<file path="src/rtl/ps2_pkg.sv">
// ps2_pkg: shared types and constants for the PS/2 host transmit/receive paths.
package ps2_pkg;

    // Host transmit FSM states
    typedef enum logic [2:0] {
        IDLE     = 3'd0,
        INHIBIT  = 3'd1,
        REQ      = 3'd2,
        DATA     = 3'd3,
        ACK      = 3'd4,
        WAITIDLE = 3'd5
    } ps2_tx_state_t;

    // Latched command byte together with its parity bit
    typedef struct packed {
        logic       parity;
        logic [7:0] data;
    } tx_frame_t;

    localparam int unsigned BIT_CNT_W          = 4;
    localparam int unsigned LAST_DATA_FALL     = 9;
    localparam int unsigned STOP_FALL          = 10;
    localparam int unsigned ACK_FALL           = 11;

    localparam int unsigned DEF_INHIBIT_CYCLES = 840;     // 120 us at 7 MHz
    localparam int unsigned DEF_TIMEOUT_CYCLES = 105000;  // 15 ms at 7 MHz

    // 3-sample majority vote
    function automatic logic maj3(input logic [2:0] s);
        return (s[0] & s[1]) | (s[0] & s[2]) | (s[1] & s[2]);
    endfunction

    // Odd parity bit: makes the total count of ones odd
    function automatic logic odd_parity(input logic [7:0] d);
        return ~^d;
    endfunction

endpackage

</file>
<file path="src/rtl/ps2_line_sync.sv">
// ps2_line_sync: PS/2 line conditioning -- 2-flop synchronizers, 3-sample
// majority filter on the clock line and a filtered falling-edge pulse.
module ps2_line_sync
    import ps2_pkg::*;
(
    input  logic clock,
    input  logic reset,
    input  logic ck,
    input  logic dt,
    output logic ck_filt,
    output logic dt_sync,
    output logic fall
);

    logic [1:0] ck_meta;
    logic [2:0] ck_hist;
    logic       dt_meta;
    logic       ck_vote;

    assign ck_vote = maj3(ck_hist);

    // Synchronize both lines, filter the clock and flag filtered 1->0 transitions
    always_ff @(posedge clock or negedge reset) begin
        if (!reset) begin
            ck_meta <= 2'b11;
            ck_hist <= 3'b111;
            ck_filt <= 1'b1;
            fall    <= 1'b0;
            dt_meta <= 1'b1;
            dt_sync <= 1'b1;
        end else begin
            ck_meta <= {ck_meta[0], ck};
            ck_hist <= {ck_hist[1:0], ck_meta[1]};
            ck_filt <= ck_vote;
            fall    <= ck_filt & ~ck_vote;
            dt_meta <= dt;
            dt_sync <= dt_meta;
        end
    end

endmodule

</file>
<file path="src/rtl/ps2_tx.sv">
// ps2_tx: host-to-device PS/2 command transmitter. Drives the shared clock and
// data lines open-drain (Oe=1 pulls low) through the request-to-send sequence.
// Optional device watchdog: compile with PS2_TX_WATCHDOG_EN defined.
module ps2_tx
    import ps2_pkg::*;
#(
    parameter int unsigned INHIBIT_CYCLES = DEF_INHIBIT_CYCLES,
    parameter int unsigned TIMEOUT_CYCLES = DEF_TIMEOUT_CYCLES
) (
    input  logic       clock,
    input  logic       reset,
    input  logic       start,
    input  logic [7:0] di,
    output logic       busy,
    output logic       done,
    output logic       error,
    input  logic       ps2Ck,
    input  logic       ps2Dt,
    output logic       ps2CkOe,
    output logic       ps2DtOe
);

    localparam int unsigned INH_W = $clog2(INHIBIT_CYCLES + 1);

    if (INHIBIT_CYCLES < 1 || TIMEOUT_CYCLES < 1) begin : g_bad_cfg
        $error("ps2_tx: INHIBIT_CYCLES and TIMEOUT_CYCLES must be at least 1");
    end

    ps2_tx_state_t          state;
    ps2_tx_state_t          state_next;
    logic [INH_W-1:0]       inh_cnt;
    logic [INH_W-1:0]       inh_cnt_next;
    logic [BIT_CNT_W-1:0]   bit_cnt;
    logic [BIT_CNT_W-1:0]   bit_cnt_next;
    tx_frame_t              frame;
    tx_frame_t              frame_next;

    logic                   busy_next;
    logic                   done_next;
    logic                   error_next;
    logic                   ck_oe_next;
    logic                   dt_oe_next;

    logic                   ck_filt;
    logic                   dt_sync;
    logic                   fall;
    logic                   accept;
    logic                   ack_fall;
    logic                   line_idle;
    logic                   wd_timeout;

    ps2_line_sync u_line_sync (
        .clock   (clock),
        .reset   (reset),
        .ck      (ps2Ck),
        .dt      (ps2Dt),
        .ck_filt (ck_filt),
        .dt_sync (dt_sync),
        .fall    (fall)
    );

    // A start is taken only from a fully idle block (busy also covers the done/error cycle)
    assign accept    = (state == IDLE) && start && !busy;
    assign ack_fall  = (state == ACK) && fall && (bit_cnt == BIT_CNT_W'(ACK_FALL - 1));
    assign line_idle = ck_filt && dt_sync;

`ifdef PS2_TX_WATCHDOG_EN
    localparam int unsigned WD_W = $clog2(TIMEOUT_CYCLES + 1);

    logic [WD_W-1:0] wd_cnt;
    logic            wd_active;

    assign wd_active  = (state == REQ) || (state == DATA) || (state == ACK) || (state == WAITIDLE);
    assign wd_timeout = wd_active && !fall && (wd_cnt == WD_W'(TIMEOUT_CYCLES - 1));

    // Device watchdog: restarts on every device clock and on entry to REQ
    always_ff @(posedge clock or negedge reset) begin
        if (!reset) begin
            wd_cnt <= '0;
        end else if (fall || !wd_active) begin
            wd_cnt <= '0;
        end else begin
            wd_cnt <= wd_cnt + WD_W'(1);
        end
    end
`else
    assign wd_timeout = 1'b0;
`endif

    // State, datapath and registered outputs
    always_ff @(posedge clock or negedge reset) begin
        if (!reset) begin
            state   <= IDLE;
            inh_cnt <= '0;
            bit_cnt <= '0;
            frame   <= '0;
            busy    <= 1'b0;
            done    <= 1'b0;
            error   <= 1'b0;
            ps2CkOe <= 1'b0;
            ps2DtOe <= 1'b0;
        end else begin
            state   <= state_next;
            inh_cnt <= inh_cnt_next;
            bit_cnt <= bit_cnt_next;
            frame   <= frame_next;
            busy    <= busy_next;
            done    <= done_next;
            error   <= error_next;
            ps2CkOe <= ck_oe_next;
            ps2DtOe <= dt_oe_next;
        end
    end

    // Next state plus inhibit timer, falling-edge counter and byte latch
    always_comb begin
        state_next   = state;
        inh_cnt_next = inh_cnt;
        bit_cnt_next = bit_cnt;
        frame_next   = frame;

        case (state)
            IDLE: begin
                if (accept) begin
                    state_next   = INHIBIT;
                    inh_cnt_next = INH_W'(INHIBIT_CYCLES - 1);
                    bit_cnt_next = '0;
                    frame_next   = tx_frame_t'{parity: odd_parity(di), data: di};
                end
            end
            INHIBIT: begin
                if (inh_cnt == '0) begin
                    state_next = REQ;
                end else begin
                    inh_cnt_next = inh_cnt - INH_W'(1);
                end
            end
            REQ: begin
                if (fall) begin
                    state_next   = DATA;
                    bit_cnt_next = bit_cnt + BIT_CNT_W'(1);
                end
            end
            DATA: begin
                if (fall) begin
                    bit_cnt_next = bit_cnt + BIT_CNT_W'(1);
                    if (bit_cnt == BIT_CNT_W'(STOP_FALL - 1)) begin
                        state_next = ACK;
                    end
                end
            end
            ACK: begin
                if (ack_fall) begin
                    bit_cnt_next = bit_cnt + BIT_CNT_W'(1);
                    state_next   = dt_sync ? IDLE : WAITIDLE;
                end
            end
            WAITIDLE: begin
                if (line_idle) begin
                    state_next = IDLE;
                end
            end
            default: begin
                state_next = IDLE;
            end
        endcase

        if (wd_timeout) begin
            state_next = IDLE;
        end

        if (state_next == IDLE) begin
            bit_cnt_next = '0;
        end
    end

    // Next values of the registered outputs
    always_comb begin
        ck_oe_next = (state_next == INHIBIT);
        dt_oe_next = ps2DtOe;
        done_next  = 1'b0;
        error_next = 1'b0;
        busy_next  = (state != IDLE) || (state_next != IDLE);

        // Present the next frame bit while the device holds the clock low
        if ((state == REQ || state == DATA) && fall) begin
            if (bit_cnt < BIT_CNT_W'(LAST_DATA_FALL - 1)) begin
                dt_oe_next = ~frame.data[bit_cnt[2:0]];
            end else if (bit_cnt == BIT_CNT_W'(LAST_DATA_FALL - 1)) begin
                dt_oe_next = ~frame.parity;
            end else begin
                dt_oe_next = 1'b0;
            end
        end

        if (ack_fall && dt_sync) begin
            error_next = 1'b1;
        end

        if (state == WAITIDLE && line_idle) begin
            done_next = 1'b1;
        end

        if (wd_timeout && !done_next) begin
            error_next = 1'b1;
        end

        // Start bit goes low in the last inhibit cycle
        if (state_next == INHIBIT && inh_cnt_next == '0) begin
            dt_oe_next = 1'b1;
        end

        if (state_next == IDLE) begin
            dt_oe_next = 1'b0;
        end
    end

endmodule

</file>
<file path="config.mk">
export PLATFORM = sky130hd
export DESIGN_NAME = ps2_tx
export DESIGN_NICKNAME = d
export VERILOG_FILES = /design/src/rtl/ps2_pkg.sv /design/src/rtl/ps2_line_sync.sv /design/src/rtl/ps2_tx.sv
export SDC_FILE = /design/constraint.sdc
export NUM_CORES = 1
export LEC_CHECK = 0
export ABC_AREA = 1
export BUFFER_PORTS_ARGS = -buffer_cell sky130_fd_sc_hd__buf_4
export CORE_ASPECT_RATIO = 0.9
export CORE_MARGIN = 4
export CORE_UTILIZATION = 40
export CTS_CLUSTER_DIAMETER = 50
export DETAILED_ROUTE_END_ITERATION = 8
export MAX_ROUTING_LAYER = met4
export SLEW_MARGIN = 40
export SYNTH_ARGS = -nofsm -noshare
export SYNTH_HDL_FRONTEND = slang
export SYNTH_HIERARCHICAL = 1
export SYNTH_SLANG_ARGS = --single-unit
</file>
<file path="constraint.sdc">
create_clock -name clock -period 1.7 [get_ports clock]
set_input_delay 0.085 -clock clock [delete_from_list [all_inputs] [get_ports clock]]
set_output_delay 0.085 -clock clock [all_outputs]
set_load 0.02 [all_outputs]
</file>
==> run metrics, run 1 <==
Worst slew margin 65.52%; pwr/cell area 659.6 nW/um2; Worst EP arrival 1950 ps; total iterations of the first detailed-routing run 4; Yosys Warn Count 6; fin nets 335; asr flop ratio synth 100.0%; final hold vios 0; status complete, but fails checks; pin count of the biggest net entering global routing 41; DRC Markers 0; Synth area leaders dfrtp_1 36%, dfstp_2 9.5%, nand2_1 7.8%, inv_1 6.8%, nor2_1 5.9%; Storage cell area 1012 um2; ant diodes 0; sequential-to-total area share from yosys stat 45.78%; Critical R2R Capture ps2DtOe$_DFFE_PN0P_; HP Class input pin to flip-flop; clk_lat worst skew 290 ps; fin util 53.68%; clock-pin slew on the worst setup and hold paths 90 ps; Die Height 78.49 um; Starting Density 41.78%; reg2reg start inh_cnt[0]$_DFF_PN0_; Synth Cell Area 2208 um2; layout cells sized above 1 35.22%; total grt overflow 0; failing checks negative setup slack; crit-path max FO 8; commonest cells in the synthesized netlist 46 x nand2_1, 40 x inv_1, 35 x nor2_1; CP Data Required Time 1880 ps; initial antenna violation count 0; Avg Inst Size Synth 8.302 um2; Worst R2R Setup Slack -70 ps; crit path launch type flip-flop; HPWL after DPL 3411 um; Max clock buf depth 2; Cell variety after synth 33; FP Rows 25; cells after synthesis 266; Worst Max-Slew Pin Slew 517.2 ps; first-pass GRT wire length 8086 um; Layout Skew 5.446 ps; Leak Pwr 1.432 nW; WL final 4757 um; crit path kind flip-flop to flip-flop; post-synth top area cell dfrtp_1; Worst setup EP type flip-flop; cell area after layout 2838 um2; Final Setup Violations 6; # H-tree levels 2; RSZ-0062 raised after global routing yes; Post-synth EDFFs 0; Slew Viols, Final 0; Max VDD drop 461.3 uV; CP startpoint inh_cnt[0]$_DFF_PN0_; drt wl/cell 12.36 um; Worst Setup EP ps2DtOe$_DFFE_PN0P_; DR vias 1838; CTS Buf Count 5; post-route clock period utilization 104.2%; Synth Register Bits 40; most instantiated library cell after synthesis nand2_1; post-synth top area share 36.26%; total power 1.872 mW; DRT iter0 DRCs 106; IO buf count 17; core box area 5286 um2; fin crit period 1772 ps; total track usage 15.46%; vias in the first global route 1702; Filler cells 496; final worst setup slack -72.10 ps; Area Overhead vs Synth 28.50%; CTS root buffer clkbuf_8; area post-placement 2551 um2; IO Count 18; CTS tree built; fmax 564.3 MHz; Via density 4.774; gpl congestion 0.8646; chip width 86.32 um; MaxCap Viol Count 0; clk sinks 40; syn_nets 284; Multi-input gate area 1084 um2; Die ar. 6775 um2; Main synth FF type dfrtp_1; R2R depth 10; ANT nets after route 0
worst max-delay path, stage by stage (launching register included):
cell and delay, ps:
dfrtp_1 400, inv_2 80, ha_4 160, nand2_4 50, nor2_4 120, nand3_4 160, nand2_4 130, nand2_4 60
nor4_4 220, and2_4 230, a21oi_1 50
layer usage:
layer	routed length (um)	track usage [%]	share of wire, %
met1	2401	22.21	50
met4	22	3.738	0.46
met5	0	-	0
met2	2117	22.32	45
met3	215	3.148	4.5
stage by stage:
stage / hold slack, ps / setup WS, ps / setup TNS, ps / std cells
final: 35.87 / -72.10 / -297.5 / 385
after global routing: 19.77 / -216.5 / -1005 / 385
after CTS: 25.00 / -43.79 / -43.79 / 382
after detailed placement: 96.18 / -84.05 / -247.0 / 366
after global placement: 99.32 / -39.38 / -166.5 / 366
after floorplan: -210.6 / 29.51 / 0 / 266
area by class of cell:
| type | count | area share [%] |
|---|---|---|
| Sequential cell | 40 | 35.67 |
| Multi-Input combinational cell | 179 | 38.18 |
| Inverter | 44 | 5.820 |
| Clock inverter | 3 | 1.675 |
| Clock buffer | 5 | 2.425 |
| Tap cell | 67 | 2.954 |
| Timing Repair Buffer | 47 | 13.27 |
flip-flops by register name, summed over array words and instances (netlist names), 2 cells and up:
name / count
inh_cnt: 10
frame: 9
bit_cnt: 4
state: 3
u_line_sync/ck_hist: 3
u_line_sync/ck_meta: 2
kinds of logic (layout without fill, tap and decap cells):
logic type	after synthesis	in the layout	synth area share, %
and+or+nand+nor	131	131	29.01
buffers and inverters	47	99	8.725
DFF	40	40	45.78
AOI/OAI and AO/OA	28	28	7.026
xor gates and xnor gates	9	9	3.570
muxes	6	6	3.059
adders and majority gates	5	5	2.833
worst min-delay path by stage:
| stage | start | end | cells past startpoint |
|---|---|---|---|
| 6_report | di[6] | frame[6]$_DFFE_PN0P_ | 2 |
| 3_5_place_dp | reset | state[2]$_DFF_PN0_ | 1 |
| 5_1_grt | di[0] | frame[0]$_DFFE_PN0P_ | 2 |
| 2_1_floorplan | reset | bit_cnt[0]$_DFFE_PN0P_ | 0 |
| 3_3_place_gp | reset | bit_cnt[0]$_DFFE_PN0P_ | 1 |
| 4_1_cts | di[6] | frame[6]$_DFFE_PN0P_ | 2 |
timing repair:
action                                 4_1_cts  5_1_grt
hold buffers                                 3        0
gates cloned                                 0        0
setup endpoints to repair                    5        7
pin swaps                                    5        8
buffers inserted                             5        3
endpoints found under the hold margin       34        0
resized for setup                            7       17
placed cells by master, fill, tap and decap left out, types with 2 or more instances in the layout:
master         count
nand2_1           46
buf_4             42
inv_1             36
dfrtp_1           31
nor2_1            24
nand3_1           22
nor2_2            17
o21ai_0           11
inv_2              8
a21oi_1            8
dfstp_2            8
xnor2_1            7
mux2_2             6
nand4_1            5
clkbuf_8           5
nand2_4            4
ha_1               4
nor2_4             3
o22ai_1            3
dlygate4sd3_1      3
o21ai_2            2
nand3_2            2
xor2_1             2
clkinv_4           2
power by group:
| part | total (mW) | leakage (nW) | internal (mW) | switching [mW] |
|---|---|---|---|---|
| registers | 0.980 | 0.436 | 0.972 | 0.00828 |
| logic | 0.0871 | 0.938 | 0.0434 | 0.0437 |
| clock network | 0.805 | 0.0583 | 0.443 | 0.362 |
| total | 1.87 | 1.43 | 1.46 | 0.414 |
Note: power is estimated with default switching activity, not from simulation.
==> run 2, diff against run 1 <==
--- a/config.mk
+++ b/config.mk
@@ -9,10 +9,11 @@
 export BUFFER_PORTS_ARGS = -buffer_cell sky130_fd_sc_hd__buf_4
 export CORE_ASPECT_RATIO = 0.9
 export CORE_MARGIN = 4
-export CORE_UTILIZATION = 40
+export CORE_UTILIZATION = 53
 export CTS_CLUSTER_DIAMETER = 50
 export DETAILED_ROUTE_END_ITERATION = 8
 export MAX_ROUTING_LAYER = met4
+export PLACE_DENSITY = 0.75
 export SLEW_MARGIN = 40
 export SYNTH_ARGS = -nofsm -noshare
 export SYNTH_HDL_FRONTEND = slang
==> run 2 against run 1 <==
  * The flow still finishes with violations (negative setup slack)
  * Count of clock-buffer cells in the layout rose by 1
  * Via count rose by 0.82%
  * Critical path depth did not move
  * Cell count fell by 6.5%
  * Non-clock buffer count fell by 4
  * Combinational power barely moved
  * Hold slack improved by 1.0 ps
  * Largest cell class unchanged
  * Highest routed layer unchanged
==> run metrics, run 2 (synthesis results as in run 1) <==
Die Height 69.24 um; Worst EP arrival 1990 ps; Worst Max-Slew Pin Slew 495.9 ps; FP Rows 21; CTS tree built; largest register by flop count inh_cnt; largest registers inh_cnt x10, frame x9, bit_cnt x4; WL final 4747 um; most frequent cells in the layout 46 x nand2_1, 39 x buf_4, 35 x inv_1, 29 x dfrtp_1, 26 x nor2_1; Final Setup Violations 5; fmax 553.2 MHz; clk sinks 40; Sw Ratio 20.82%; total track usage 19.12%; post-route clock period utilization 106.3%; Multi-input gate area 1064 um2; final worst setup slack -107.8 ps; Worst slew margin 66.94%; first-pass GRT wire length 8086 um; RSZ-0062 raised after global routing yes; Layout Skew 8.140 ps; worst hold path depth 2; HPWL after DPL 3434 um; crit-path max FO 8; Filler cells 317; chip width 76.04 um; failing checks negative setup slack; initial antenna violation count 0; CTS root buffer clkbuf_8; Via density 5.147; R2R depth 10; IO buf count 17; Storage cell area 1015 um2; crit path launch type flip-flop; # H-tree levels 2; Leak Pwr 1.373 nW; status complete, but fails checks; clk_lat worst skew 290 ps; ant diodes 0; Area Overhead vs Synth 25.21%; IO Count 18; pin count of the biggest net entering global routing 41; layout cells sized above 1 34.39%; fin nets 331; HP Class input pin to flip-flop; total grt overflow 0; Max VDD drop 662.8 uV; core box area 3862 um2; Max clock buf depth 2; crit path kind flip-flop to flip-flop; fin util 71.59%; Logic pwr share 4.6%; DR vias 1853; share of power burned in registers 51.9%; switching pwr 0.3931 mW; DRT iter0 DRCs 121; cell area after layout 2765 um2; final hold vios 0; internal power 1.495 mW; Starting Density 57.18%; CP Data Required Time 1880 ps; total iterations of the first detailed-routing run 4; drt wl/cell 13.19 um; CTS Buf Count 5; area post-placement 2487 um2; Die ar. 5265 um2; fin crit period 1808 ps; ANT nets after route 0; clock-pin slew on the worst setup and hold paths 80 ps; DRC Markers 0; max reg flops 10; vias in the first global route 1813; pwr/cell area 682.9 nW/um2; Worst setup EP type flip-flop; commonest non-fill, non-tap cell in the layout nand2_1; gpl congestion 0.9222; Slew Viols, Final 0; MaxCap Viol Count 0; clock share of power 43.5%
[run 2: path summary, 6_finish.rpt]
kind / from / endpoint / slack (ps)
setup / recovery: inh_cnt[0]$_DFF_PN0_ / ps2DtOe$_DFFE_PN0P_ / -110
hold / removal: di[0] / frame[0]$_DFFE_PN0P_ / 40
setup reg to reg: inh_cnt[0]$_DFF_PN0_ / ps2DtOe$_DFFE_PN0P_ / -110
hold reg to reg: u_line_sync/ck_meta[1]$_DFF_PN1_ / u_line_sync/ck_hist[0]$_DFF_PN1_ / 360
max in group asynchronous: reset / u_line_sync/dt_meta$_DFF_PN1_ / 1030
min in group asynchronous: reset / bit_cnt[1]$_DFFE_PN0P_ / 300
[run 2: power by group through the flow]
stage                     logic [mW]  clock network, mW  registers, mW
final                         0.0868              0.821          0.980
after global routing          0.0981              0.874          0.982
after global placement        0.0824                  0          0.998
after detailed placement      0.0828                  0          0.999
after floorplan               0.0355                  0          0.996
after CTS                     0.0885              0.830          0.980
[run 2: timing repair]
item                       CTS  global route
setup endpoints to repair    5             6
resized for setup            7            15
hold endpoints to repair    34             0
hold buffers                 3             0
pin swaps                    6            11
setup buffers                4             5
[run 2: through the flow]
step	TNS (ps)	std cells	hold slack (ps)	total power, mW	setup slack (ps)
after global placement	-59.63	340	88.42	1.081	-32.57
after floorplan	0	266	-210.6	1.031	29.51
after detailed placement	-497.4	340	85.24	1.081	-109.3
after global routing	-985.2	360	25.42	1.954	-181.3
after CTS	-74.70	355	29.35	1.899	-43.24
final	-475.7	360	36.87	1.888	-107.8
[run 2: final cells by class]
cell class | instances | area share (%)
Inverter | 44 | 5.973
Clock inverter | 2 | 1.403
Timing Repair Buffer | 43 | 12.40
Sequential cell | 40 | 36.70
Tap cell | 46 | 2.081
Multi-Input combinational cell | 179 | 38.46
Clock buffer | 6 | 2.986
[run 2: metal layers]
layer | global-route usage (%) | part of all wire, %
met5 | - | 0
met1 | 26.82 | 49
met3 | 4.286 | 5.2
met2 | 27.28 | 44
met4 | 6.522 | 1.5
[run 2: worst max-delay path, cell delays in order (launching register included)]
cell	delay [ps]
dfrtp_1	400
inv_2	80
ha_4	150
nand2_2	70
nor2_4	130
nand3_4	150
nand2_4	140
nand2_4	70
nor4_4	240
and2_4	230
a21oi_1	50
